`src/rtl/bcd_pkg.sv`:
```
// Shared types and constants for the sequential packed-BCD to binary converter.
package bcd_pkg;

   typedef enum logic [1:0] {
      IDLE = 2'd0,
      CONV = 2'd1,
      DONE = 2'd2
   } state_t;

   localparam int BCD_MAX = 9;
   localparam int RADIX   = 10;

   // Smallest binary width that holds every value of a 'digits'-digit BCD number.
   function automatic int bcd_bin_width(input int digits);
      longint p;
      p = 1;
      for (int i = 0; i < digits; i++) p = p * RADIX;
      return $clog2(p);
   endfunction

endpackage

```
`src/rtl/bcd_mac10.sv`:
```
// Combinational acc*10 + digit step with saturation, overflow and invalid-digit flags.
module bcd_mac10
   import bcd_pkg::*;
#(
   parameter int BIN_W = 14
) (
   input  logic [BIN_W-1:0] acc,
   input  logic [3:0]       digit,
   output logic [BIN_W-1:0] result,
   output logic             ovf,
   output logic             bad
);

   localparam int W = BIN_W + 4;

   logic [W-1:0] wide;

   // Four guard bits hold any (2^BIN_W-1)*10 + 9 without wrapping.
   assign wide   = ({4'b0000, acc} << 3) + ({4'b0000, acc} << 1) + W'(digit);
   assign ovf    = |wide[W-1:BIN_W];
   assign result = ovf ? '1 : wide[BIN_W-1:0];
   assign bad    = digit > 4'(BCD_MAX);

endmodule

```
`src/rtl/bcd_to_binary_seq.sv`:
```
// N-digit packed-BCD to binary converter, one digit per clock, MSB digit first,
// with start/busy/done handshake, invalid-digit abort and saturating overflow.
module bcd_to_binary_seq
   import bcd_pkg::*;
#(
   parameter int DIGITS = 4,
   parameter int BIN_W  = 14
) (
   input  logic                  clk,
   input  logic                  rst,
   input  logic                  start,
   input  logic [4*DIGITS-1:0]   bcd_in,
   output logic                  busy,
   output logic                  done,
   output logic [BIN_W-1:0]      bin_out,
   output logic                  err,
   output logic                  ovf
);

   localparam int CNT_W = (DIGITS > 1) ? $clog2(DIGITS) : 1;

   state_t              state;
   logic [4*DIGITS-1:0] shreg;
   logic [CNT_W-1:0]    cnt;
   logic [BIN_W-1:0]    acc;
   logic                ovf_seen;

   logic [3:0]          digit;
   logic [BIN_W-1:0]    acc_next;
   logic                mac_ovf;
   logic                mac_bad;

   assign digit = shreg[4*DIGITS-1 -: 4];

   bcd_mac10 #(.BIN_W(BIN_W)) u_mac (
      .acc    (acc),
      .digit  (digit),
      .result (acc_next),
      .ovf    (mac_ovf),
      .bad    (mac_bad)
   );

   // NOTE: all state uses non-blocking assignments so every register samples
   // pre-edge values; blocking here would create order-dependent races.
   always_ff @(posedge clk) begin
      if (rst) begin
         state    <= IDLE;
         shreg    <= '0;
         cnt      <= '0;
         acc      <= '0;
         ovf_seen <= 1'b0;
         busy     <= 1'b0;
         done     <= 1'b0;
         bin_out  <= '0;
         err      <= 1'b0;
         ovf      <= 1'b0;
      end else begin
         case (state)
            IDLE: begin
               done <= 1'b0;
               if (start) begin
                  shreg    <= bcd_in;
                  cnt      <= CNT_W'(DIGITS - 1);
                  acc      <= '0;
                  ovf_seen <= 1'b0;
                  bin_out  <= '0;
                  err      <= 1'b0;
                  ovf      <= 1'b0;
                  busy     <= 1'b1;
                  state    <= CONV;
               end
            end

            CONV: begin
               if (mac_bad) begin
                  // Abort: only overflow from earlier digits is reported.
                  bin_out <= '0;
                  err     <= 1'b1;
                  ovf     <= ovf_seen;
                  busy    <= 1'b0;
                  done    <= 1'b1;
                  state   <= DONE;
               end else begin
                  acc      <= acc_next;
                  ovf_seen <= ovf_seen | mac_ovf;
                  shreg    <= shreg << 4;
                  if (cnt == '0) begin
                     bin_out <= acc_next;
                     ovf     <= ovf_seen | mac_ovf;
                     busy    <= 1'b0;
                     done    <= 1'b1;
                     state   <= DONE;
                  end else begin
                     cnt <= cnt - 1'b1;
                  end
               end
            end

            DONE: begin
               done  <= 1'b0;
               state <= IDLE;
            end

            default: state <= IDLE;
         endcase
      end
   end

endmodule

```
`config.mk`:
```
export PLATFORM = sky130hd
export DESIGN_NAME = bcd_to_binary_seq
export DESIGN_NICKNAME = d
export VERILOG_FILES = /design/src/rtl/bcd_pkg.sv /design/src/rtl/bcd_mac10.sv /design/src/rtl/bcd_to_binary_seq.sv
export SDC_FILE = /design/constraint.sdc
export NUM_CORES = 1
export LEC_CHECK = 0
export ABC_AREA = 1
export CORE_MARGIN = 4
export CORE_UTILIZATION = 55
export CTS_CLUSTER_DIAMETER = 200
export CTS_CLUSTER_SIZE = 24
export DETAILED_ROUTE_END_ITERATION = 12
export MAX_ROUTING_LAYER = met4
export PLACE_DENSITY = 0.79
export SLEW_MARGIN = 20
export SYNTH_ARGS = -nofsm -noshare
export SYNTH_HDL_FRONTEND = slang
export SYNTH_SLANG_ARGS = --single-unit
```
`constraint.sdc`:
```
create_clock -name clk -period 2.8 [get_ports clk]
set_input_delay 0.56 -clock clk [delete_from_list [all_inputs] [get_ports clk]]
set_output_delay 0.56 -clock clk [all_outputs]
set_load 0.05 [all_outputs]
```
==> results.py, run 1 <==
metrics = {
    "run_status": {
        "status": "completed",
    },
    "route": {
        "drtPass1Iterations": 5,
        "drt_iter0_drc": 125,
        "highest_layer": "met4",
        "route.met2.wl_um": 3833,
        "wire_per_inst_um": 14.00,
        "ant_nets": 0,
        "drt-total-wl_um": 7631,
        "drc": 0,
        "num_vias": 2947,
        "wl_met1_um": 3295,
        "met3WireLength_um": 339,
        "viasPerCell": 5.407,
    },
    "timing": {
        "layout_min_cycle_time_ns": 2.646,
        "final_hold_viol_count": 0,
        "relSlewSlack": 0.5102,
        "hold_slack_ns": 0.4693,
        "rsz0062_at_grt": "true",
        "min_period_over_period": 0.9452,
        "timing.fmax_mhz": 377.9,
        "fin_ws_ns": 0.1535,
        "worstMarginPinSlew_ns": 0.7338,
        "finClkSkew_ns": 0.009633,
        "setup_violations": 0,
        "drv_slew": 0,
    },
    "power": {
        "pwr-share-clk": 0.225,
        "p_per_area_nw_per_um2": 616.7,
        "p_switching_w": 0.0009021,
        "seq_power_share": 0.389,
        "swShare": 0.3869,
        "ir_worst_vdd_uv": 429.1,
        "p_int_w": 0.001430,
        "leakagePower_nw": 1.730,
        "comb_power_share": 0.386,
    },
    "clock_network": {
        "cts-root-buf": "clkbuf_8",
        "cts.hold.buffers_added": 0,
        "worst_skew_pair.late_latency_ns": 0.31,
        "htree_levels": 2,
        "cts.path.max_buffers": 2,
        "cts_tree": "done",
        "cts_buffers": 5,
        "clock_sink_count": 53,
        "cts.clk_slew.worst_paths_ns": 0.09,
    },
    "synth": {
        "yosysUniqueCellTypes": 34,
        "synth_fp_nets": 487,
        "synthCells": 438,
        "synth_commonest_cells": "nand2_1 (118), dfxtp_1 (53), a21oi_1 (46)",
        "ys_ff_latch": 53,
        "synth-seq-area-share": 0.3311,
        "synthMostInstantiatedCell": "nand2_1",
        "postSynthAreaPerCell_sq_um": 7.316,
        "synth_area_leaders": "dfxtp_1 (33%), nand2_1 (14%), ha_1 (11%)",
        "netlist_area_sq_um": 3204,
        "ys_warn_count": 0,
        "postSynth.asyncResetShare": 0,
        "synth_edf_count": 0,
        "yosys.area.top_type": "dfxtp_1",
        "synthFlopType": "dfxtp_1",
        "synth_top_area_share": 0.3311,
    },
    "placed_design": {
        "place_inst": 536,
        "dpl-instance-area_sq_um": 3622,
        "pre_cts_slack_ns": 0.009438,
        "place.gp.congestion": 0.9108,
        "hpwl_um": 5956,
        "io_buffers": 36,
    },
    "setup_path": {
        "endpoint_kind": "flip-flop",
        "path_cells": "inv_2 -> fa_1 -> inv_2 -> fa_2 -> nand2_2 -> nand2_1 -> nand3b_1 -> nand2_2 -> nand2_2 -> nand2_2 -> nand2_2 -> nand2_4 -> nor2_8 -> nand2_8 -> o21ai_4 -> a21oi_2",
        "max_stage_delay_ns": 0.55,
        "crit_type": "flip-flop to flip-flop",
        "critPathMaxFanout": 8,
        "critPathLaunchType": "flip-flop",
        "crit_slowest_cell": "fa_1",
        "worstPathRequired_ns": 3.00,
        "arrival_ns": 2.84,
        "critical_path.most_common_cell": "nand2_2",
    },
    "cells_and_area": {
        "fin_nets": 521,
        "final_cells": 545,
        "design_area_sq_um": 3781,
        "syn_to_final_growth_pct": 18.00,
        "drive_gt1_frac": 0.1353,
        "antenna_cells": 0,
        "postLayoutCoreUtil": 0.6783,
    },
    "flow_run": {
        "cap_violations": 0,
    },
    "min_path": {
        "hold_class": "flip-flop to flip-flop",
    },
    "global_route": {
        "antenna_found_initial": 0,
        "globalRouteTotalUtil": 0.2249,
        "overflow": 0,
        "grt_first_pass_wirelength_um": 12810,
        "grt_max_degree": 43,
        "grt_pass1_vias": 2780,
    },
    "die": {
        "die_x_um": 84.33,
        "die_area_sq_um": 7112,
        "core_area_sq_um": 5574,
        "die_h_um": 84.33,
        "start_util": 0.5749,
        "ios": 37,
        "core.rowCount": 27,
    },
}
## sequential cells by signal (all words and copies together) (netlist names), 2 cells and up
name,flops
shreg,16
bin_out,14
acc,14
state,2
cnt,2
## power groups by stage
stage	logic (W)	registers (W)	clock network [W]
global placement	0.000860	0.000919	0
floorplan	0.000581	0.000979	0
global route	0.00100	0.000919	0.000554
finish	0.000900	0.000907	0.000525
CTS	0.000882	0.000905	0.000524
detailed placement	0.000877	0.000922	0
## placed cells by master, fill, tap and decap left out, drive strengths merged
cell           Yosys  routed
a21oi             51      51
a31oi             13      13
and3               1       1
buf                6       5
bufinv             0       1
clkbuf             8       6
clkdlybuf4s50      0      36
clkinv             1       2
dfxtp             53      53
fa                 2       2
ha                28      28
inv               44      44
nand2            131     131
nand3             26      26
nand3b             5       5
nand4              1       1
nor2              22      22
nor3               2       2
o21ai             34      34
o21bai             1       1
xnor2              3       3
xor2               6       6
## metrics by stage
stage	TNS [ns]	total power, W
final	0	0.002332
after global routing	-0.01568	0.002475
after CTS	-0.006556	0.002311
after detailed placement	0	0.001799
after global placement	0	0.001779
after floorplan	0	0.001560
## layer usage
metal  track usage  up-vias
met5             -        -
met4       0.06331        0
met3       0.03140       16
met2        0.3938       76
met1        0.2696     1345
li1              -     1510
## final cells by class
cell class | count | area (sq um)
clock buffer | 6 | 72.57
timing repair buffer | 41 | 397.9
multi-input combinational | 326 | 1948
inverter | 45 | 170.2
tap | 72 | 90.09
sequential | 53 | 1064
clock inverter | 2 | 38.79
fill | 512 | 1793
## worst max-delay path: cells and delay by family, from the launching register on
kind,cells,cell delay [ns]
AOI/OAI and AO/OA,2,0.26
adders and majority gates,2,0.92
and+or+nand+nor,10,0.88
DFF,1,0.36
buffers and inverters,2,0.09
## worst paths after layout
path                                         startpoint                 endpoint  slack, ns  cells after the start
worst max-delay path                acc[2]$_SDFFE_PP0P_      acc[6]$_SDFFE_PP0P_       0.15                     16
worst min-delay path            bin_out[5]$_SDFFE_PP0P_  bin_out[5]$_SDFFE_PP0P_       0.47                      2
worst max register to register      acc[2]$_SDFFE_PP0P_      acc[6]$_SDFFE_PP0P_       0.15                     16
worst min register to register  bin_out[5]$_SDFFE_PP0P_  bin_out[5]$_SDFFE_PP0P_       0.47                      2
## cell families after synthesis
logic type	count (synthesis)	synth area share
DFF	53	0.3311
AOI/OAI and AO/OA	99	0.1710
buffers and inverters	59	0.07263
xor gates and xnor gates	9	0.02460
adders and majority gates	30	0.1218
and+or+nand+nor	188	0.2788
## timing repair
action	4_1_cts	5_1_grt
buffers inserted	0	1
pin swaps	0	12
endpoints found under the setup margin	2	30
resized for setup	0	14
No activity file was read; power rests on OpenSTA's default activity.
==> run 2, diff against run 1 <==
--- a/config.mk
+++ b/config.mk
@@ -11,9 +11,10 @@
 export CTS_CLUSTER_DIAMETER = 200
 export CTS_CLUSTER_SIZE = 24
 export DETAILED_ROUTE_END_ITERATION = 12
+export GPL_TIMING_DRIVEN = 0
 export MAX_ROUTING_LAYER = met4
 export PLACE_DENSITY = 0.79
-export SLEW_MARGIN = 20
+export SLEW_MARGIN = 10
 export SYNTH_ARGS = -nofsm -noshare
 export SYNTH_HDL_FRONTEND = slang
 export SYNTH_SLANG_ARGS = --single-unit
==> results.py, run 2 (synthesized netlist as in run 1, its figures left out) <==
metrics = {
    "cells_and_area": {
        "design_area_sq_um": 3826,
        "top_regs": "shreg x16, acc x14, bin_out x14",
        "final_cell_mix": "nand2_1 (116), dfxtp_1 (50), a21oi_1 (46)",
        "top_register": "shreg",
        "multi_input_comb_area_sq_um": 1943,
        "fin_nets": 530,
        "ff_latch_area_sq_um": 1065,
        "layout_commonest_cell": "nand2_1",
        "largest_register_ffs": 16,
        "syn_to_final_growth_pct": 19.41,
        "final_cells": 554,
        "drive_gt1_frac": 0.1307,
        "num-fill-cells": 523,
        "antenna_cells": 0,
    },
    "global_route": {
        "grt_pass1_vias": 2852,
        "antenna_found_initial": 0,
        "grt_first_pass_wirelength_um": 12910,
        "grt_max_degree": 18,
        "overflow": 0,
        "globalRouteTotalUtil": 0.2271,
    },
    "power": {
        "p_int_w": 0.001526,
        "swShare": 0.3772,
        "leakagePower_nw": 1.754,
        "seq_power_share": 0.368,
        "ir_worst_vdd_uv": 386.9,
        "comb_power_share": 0.376,
        "pwr-share-clk": 0.255,
        "p_per_area_nw_per_um2": 640.6,
        "p_switching_w": 0.0009244,
        "power_w": 0.002451,
    },
    "clock_network": {
        "cts_tree": "done",
        "cts.clk_slew.worst_paths_ns": 0.10,
        "worst_skew_pair.late_latency_ns": 0.31,
        "cts_buffers": 5,
        "clock_sink_count": 53,
        "htree_levels": 2,
        "cts-root-buf": "clkbuf_8",
        "cts.path.max_buffers": 2,
    },
    "placed_design": {
        "io_buffers": 35,
        "place.gp.congestion": 0.9017,
        "pre_cts_slack_ns": -0.07871,
        "hpwl_um": 6031,
        "place_inst": 545,
        "dpl-instance-area_sq_um": 3645,
    },
    "setup_path": {
        "critPathMaxFanout": 8,
        "endpoint_kind": "flip-flop",
        "crit_slowest_cell": "fa_1",
        "max_stage_delay_ns": 0.49,
        "critical_path.most_common_cell": "nand2_2",
        "path_cells": "inv_1 -> fa_1 -> inv_1 -> fa_2 -> nand2_2 -> nand2_1 -> nand3b_1 -> nand2_2 -> nand2_2 -> nand2_1 -> nand2_2 -> nand2_4 -> nor2_8 -> nand3b_1 -> nand3_1 -> a21oi_1",
        "arrival_ns": 2.84,
        "worstPathRequired_ns": 2.98,
        "critPathLaunchType": "flip-flop",
        "crit_type": "flip-flop to flip-flop",
    },
    "die": {
        "core_area_sq_um": 5574,
        "die_x_um": 84.33,
        "die_h_um": 84.33,
        "core.rowCount": 27,
        "start_util": 0.5749,
        "ios": 37,
        "die_area_sq_um": 7112,
    },
    "timing": {
        "setup_violations": 0,
        "relSlewSlack": 0.6447,
        "rsz0062_at_grt": "false",
        "worstMarginPinSlew_ns": 0.5329,
        "final_hold_viol_count": 0,
        "fin_ws_ns": 0.1485,
        "min_period_over_period": 0.9469,
        "layout_min_cycle_time_ns": 2.651,
        "timing.fmax_mhz": 377.2,
        "setup_tns_ns": 0,
        "finClkSkew_ns": 0.005558,
        "drv_slew": 0,
    },
    "route": {
        "wire_per_inst_um": 13.76,
        "drt-total-wl_um": 7624,
        "drc": 0,
        "drtPass1Iterations": 4,
        "num_vias": 2996,
        "ant_nets": 0,
        "viasPerCell": 5.408,
        "drt_iter0_drc": 133,
    },
    "flow_run": {
        "cap_violations": 0,
    },
    "run_status": {
        "status": "completed",
    },
    "min_path": {
        "hold_class": "flip-flop to flip-flop",
    },
}
[run 2: cell types whose count changed in the layout (fill, tap and decap cells not counted), sizes merged]
cell and change:
clkbuf +7, buf +2, bufinv +1, clkdlybuf4s50 -1, clkinv -1, inv +1
[run 2: path summary, 6_finish.rpt]
check	slack, ns	cells after the start	to	start
setup / recovery	0.15	16	bin_out[0]$_SDFFE_PP0P_	acc[0]$_SDFFE_PP0P_
hold / removal	0.47	2	shreg[2]$_SDFFE_PP0P_	shreg[2]$_SDFFE_PP0P_
hold reg to reg	0.47	2	shreg[2]$_SDFFE_PP0P_	shreg[2]$_SDFFE_PP0P_
setup reg to reg	0.15	16	bin_out[0]$_SDFFE_PP0P_	acc[0]$_SDFFE_PP0P_
[run 2: power groups by stage]
stage               Sequential (W)  Combinational, W  Clock, W
floorplan                 0.000979          0.000581         0
global placement          0.000917          0.000870         0
detailed placement        0.000919          0.000893         0
CTS                       0.000903          0.000918  0.000630
global route              0.000914           0.00102  0.000662
finish                    0.000903          0.000922  0.000626
[run 2: final cells by class]
class | count | area share
Inverter | 45 | 0.04447
Tap cell | 72 | 0.02354
Clock inverter | 3 | 0.01799
Buffer | 14 | 0.01635
Clock buffer | 5 | 0.01799
Sequential cell | 53 | 0.2783
Multi-Input combinational cell | 326 | 0.5078
Timing Repair Buffer | 36 | 0.09353
[run 2: routing by layer]
layer / global-route usage / wire length (um) / vias to the layer above
met5: - / 0 / -
met4: 0.06619 / 165 / 0
met3: 0.03140 / 279 / 15
met2: 0.4032 / 3873 / 67
met1: 0.2669 / 3305 / 1379
li1: - / - / 1535
[run 2: worst max-delay path, delay by kind of cell (launching register included)]
| kind | cells | cell delay (ns) |
|---|---|---|
| and+or+nand+nor | 11 | 1.12 |
| adders and majority gates | 2 | 0.85 |
| DFF | 1 | 0.36 |
| buffers and inverters | 2 | 0.13 |
| AOI/OAI and AO/OA | 1 | 0.07 |
[run 2: repair_timing]
item                                    in CTS  in global routing
cloned                                       0                  0
setup buffers                                0                  1
hold buffers                                 0                  0
gates resized for setup                      7                  5
endpoints found under the setup margin      28                 30
pin swaps                                    1                  2
[run 2: metrics by stage]
| stage | util | hold slack [ns] |
|---|---|---|
| detailed placement | 0.6539 | 0.4563 |
| finish | 0.6864 | 0.4656 |
| global placement | 0.6539 | 0.4492 |
| floorplan | - | 0.4393 |
| CTS | 0.6826 | 0.4706 |
| global route | 0.6864 | 0.4840 |
==> run 3, diff against run 2 <==
--- a/config.mk
+++ b/config.mk
@@ -8,9 +8,11 @@
 export ABC_AREA = 1
 export CORE_MARGIN = 4
 export CORE_UTILIZATION = 55
+export CTS_BUF_LIST = sky130_fd_sc_hd__clkbuf_16
 export CTS_CLUSTER_DIAMETER = 200
 export CTS_CLUSTER_SIZE = 24
 export DETAILED_ROUTE_END_ITERATION = 12
+export GPL_ROUTABILITY_DRIVEN = 0
 export GPL_TIMING_DRIVEN = 0
 export MAX_ROUTING_LAYER = met4
 export PLACE_DENSITY = 0.79
==> results.py, run 3 (synthesized netlist as in run 1, its figures left out) <==
metrics = {
    "clock_network": {
        "worst_skew_pair.late_latency_ns": 0.29,
        "cts.path.max_buffers": 2,
        "cts-root-buf": "clkbuf_16",
        "cts_buffers": 5,
        "cts_tree": "done",
        "cts.clk_slew.worst_paths_ns": 0.07,
        "clock_sink_count": 53,
        "cts.hold.buffers_added": 0,
        "htree_levels": 2,
    },
    "setup_path": {
        "endpoint_kind": "flip-flop",
        "crit_slowest_cell": "fa_1",
        "path_cells": "inv_1 -> fa_1 -> inv_1 -> fa_2 -> nand2_2 -> nand2_1 -> nand3b_1 -> nand2_2 -> nand2_2 -> nand2_1 -> nand2_2 -> nand2_4 -> nor2_8 -> nand3b_1 -> nand3_1 -> a21oi_1",
        "worstPathRequired_ns": 2.96,
        "critPathMaxFanout": 8,
        "critPathLaunchType": "flip-flop",
        "arrival_ns": 2.80,
        "max_stage_delay_ns": 0.52,
        "crit_type": "flip-flop to flip-flop",
        "critical_path.most_common_cell": "nand2_2",
    },
    "die": {
        "core_area_sq_um": 5574,
        "die_area_sq_um": 7112,
        "core.rowCount": 27,
        "die_h_um": 84.33,
        "die_x_um": 84.33,
        "ios": 37,
        "start_util": 0.5749,
    },
    "route": {
        "drtPass1Iterations": 4,
        "num_vias": 2992,
        "ant_nets": 0,
        "drt_iter0_drc": 196,
        "wire_per_inst_um": 14.05,
        "drc": 0,
        "drt-total-wl_um": 7772,
        "viasPerCell": 5.410,
    },
    "timing": {
        "timing.fmax_mhz": 377.7,
        "finClkSkew_ns": 0.004089,
        "layout_min_cycle_time_ns": 2.648,
        "worstMarginPinSlew_ns": 0.5174,
        "final_hold_viol_count": 0,
        "min_period_over_period": 0.9456,
        "setup_violations": 0,
        "drv_slew": 0,
        "relSlewSlack": 0.6540,
        "rsz0062_at_grt": "false",
    },
    "global_route": {
        "globalRouteTotalUtil": 0.2292,
        "grt_first_pass_wirelength_um": 13090,
        "overflow": 0,
        "grt_pass1_vias": 2878,
        "grt_max_degree": 18,
        "antenna_found_initial": 0,
    },
    "placed_design": {
        "io_buffers": 35,
        "hpwl_um": 6031,
    },
    "min_path": {
        "hold_class": "flip-flop to flip-flop",
    },
    "cells_and_area": {
        "antenna_cells": 0,
        "layout_commonest_cell": "nand2_1",
        "fin_nets": 529,
        "top_regs": "shreg x16, acc x14, bin_out x14",
        "drive_gt1_frac": 0.1289,
        "final_cell_mix": "nand2_1 (116), dfxtp_1 (50), a21oi_1 (46)",
        "postLayoutCoreUtil": 0.6952,
        "largest_register_ffs": 16,
        "syn_to_final_growth_pct": 20.93,
        "top_register": "shreg",
    },
    "flow_run": {
        "cap_violations": 0,
    },
    "run_status": {
        "status": "completed",
    },
    "power": {
        "power_w": 0.002618,
        "leakagePower_nw": 1.774,
        "ir_worst_vdd_uv": 464.7,
        "p_per_area_nw_per_um2": 675.5,
    },
}
## run 3: cell type report
cell class / instances / area (sq um)
flip-flops and latches: 53 / 1065
multi-input cells: 326 / 1943
inverters: 45 / 170.2
plain buffers: 14 / 62.56
well taps: 72 / 90.09
clock buffers: 5 / 125.1
repair buffers: 35 / 350.3
fillers: 509 / 1699
clock inverters: 3 / 68.82
## run 3: worst max-delay path, delay by kind of cell (launching register included)
family,cells,cell delay [ns]
fa+ha+maj,2,0.88
flops,1,0.34
buf+inv,2,0.13
compound gates,1,0.07
simple gates,11,1.11
## run 3: worst paths after layout
| check | start | to | slack [ns] | cells past startpoint |
|---|---|---|---|---|
| hold / removal | shreg[2]$_SDFFE_PP0P_ | shreg[2]$_SDFFE_PP0P_ | 0.46 | 2 |
| hold reg to reg | shreg[2]$_SDFFE_PP0P_ | shreg[2]$_SDFFE_PP0P_ | 0.46 | 2 |
| setup reg to reg | shreg[15]$_SDFFE_PP0P_ | bin_out[0]$_SDFFE_PP0P_ | 0.15 | 16 |
| setup / recovery | shreg[15]$_SDFFE_PP0P_ | bin_out[0]$_SDFFE_PP0P_ | 0.15 | 16 |
## run 3: repair_timing
item                       in CTS  in global routing
buffers inserted                0                  0
setup endpoints to repair      26                 30
gates resized for setup         6                  6
pin swaps                       1                  2
## run 3: power by group
group	switching [W]	internal (W)
Sequential	0.0000617	0.000843
Combinational	0.000598	0.000322
Clock	0.000277	0.000515
Total	0.000937	0.00168
## run 3: per-stage QoR
step	setup WS [ns]	cells	instance area [sq um]	setup TNS, ns	hold WS [ns]
3_5_place_dp	-0.07871	545	3645	-0.4931	0.4563
4_1_cts	0.02657	553	3861	0	0.4664
2_1_floorplan	0.2388	438	3204	0	0.4393
3_3_place_gp	-0.05418	545	3645	-0.1683	0.4492
5_1_grt	0.001146	553	3875	0	0.4790
6_report	0.1522	553	3875	0	0.4617
## run 3: routing by layer
| layer | global-route usage | part of all wire | up-vias |
|---|---|---|---|
| met5 | - | 0 | - |
| met4 | 0.05468 | 0.014 | 0 |
| met3 | 0.02846 | 0.051 | 10 |
| met2 | 0.4161 | 0.52 | 76 |
| met1 | 0.2688 | 0.42 | 1368 |
| li1 | - | - | 1538 |
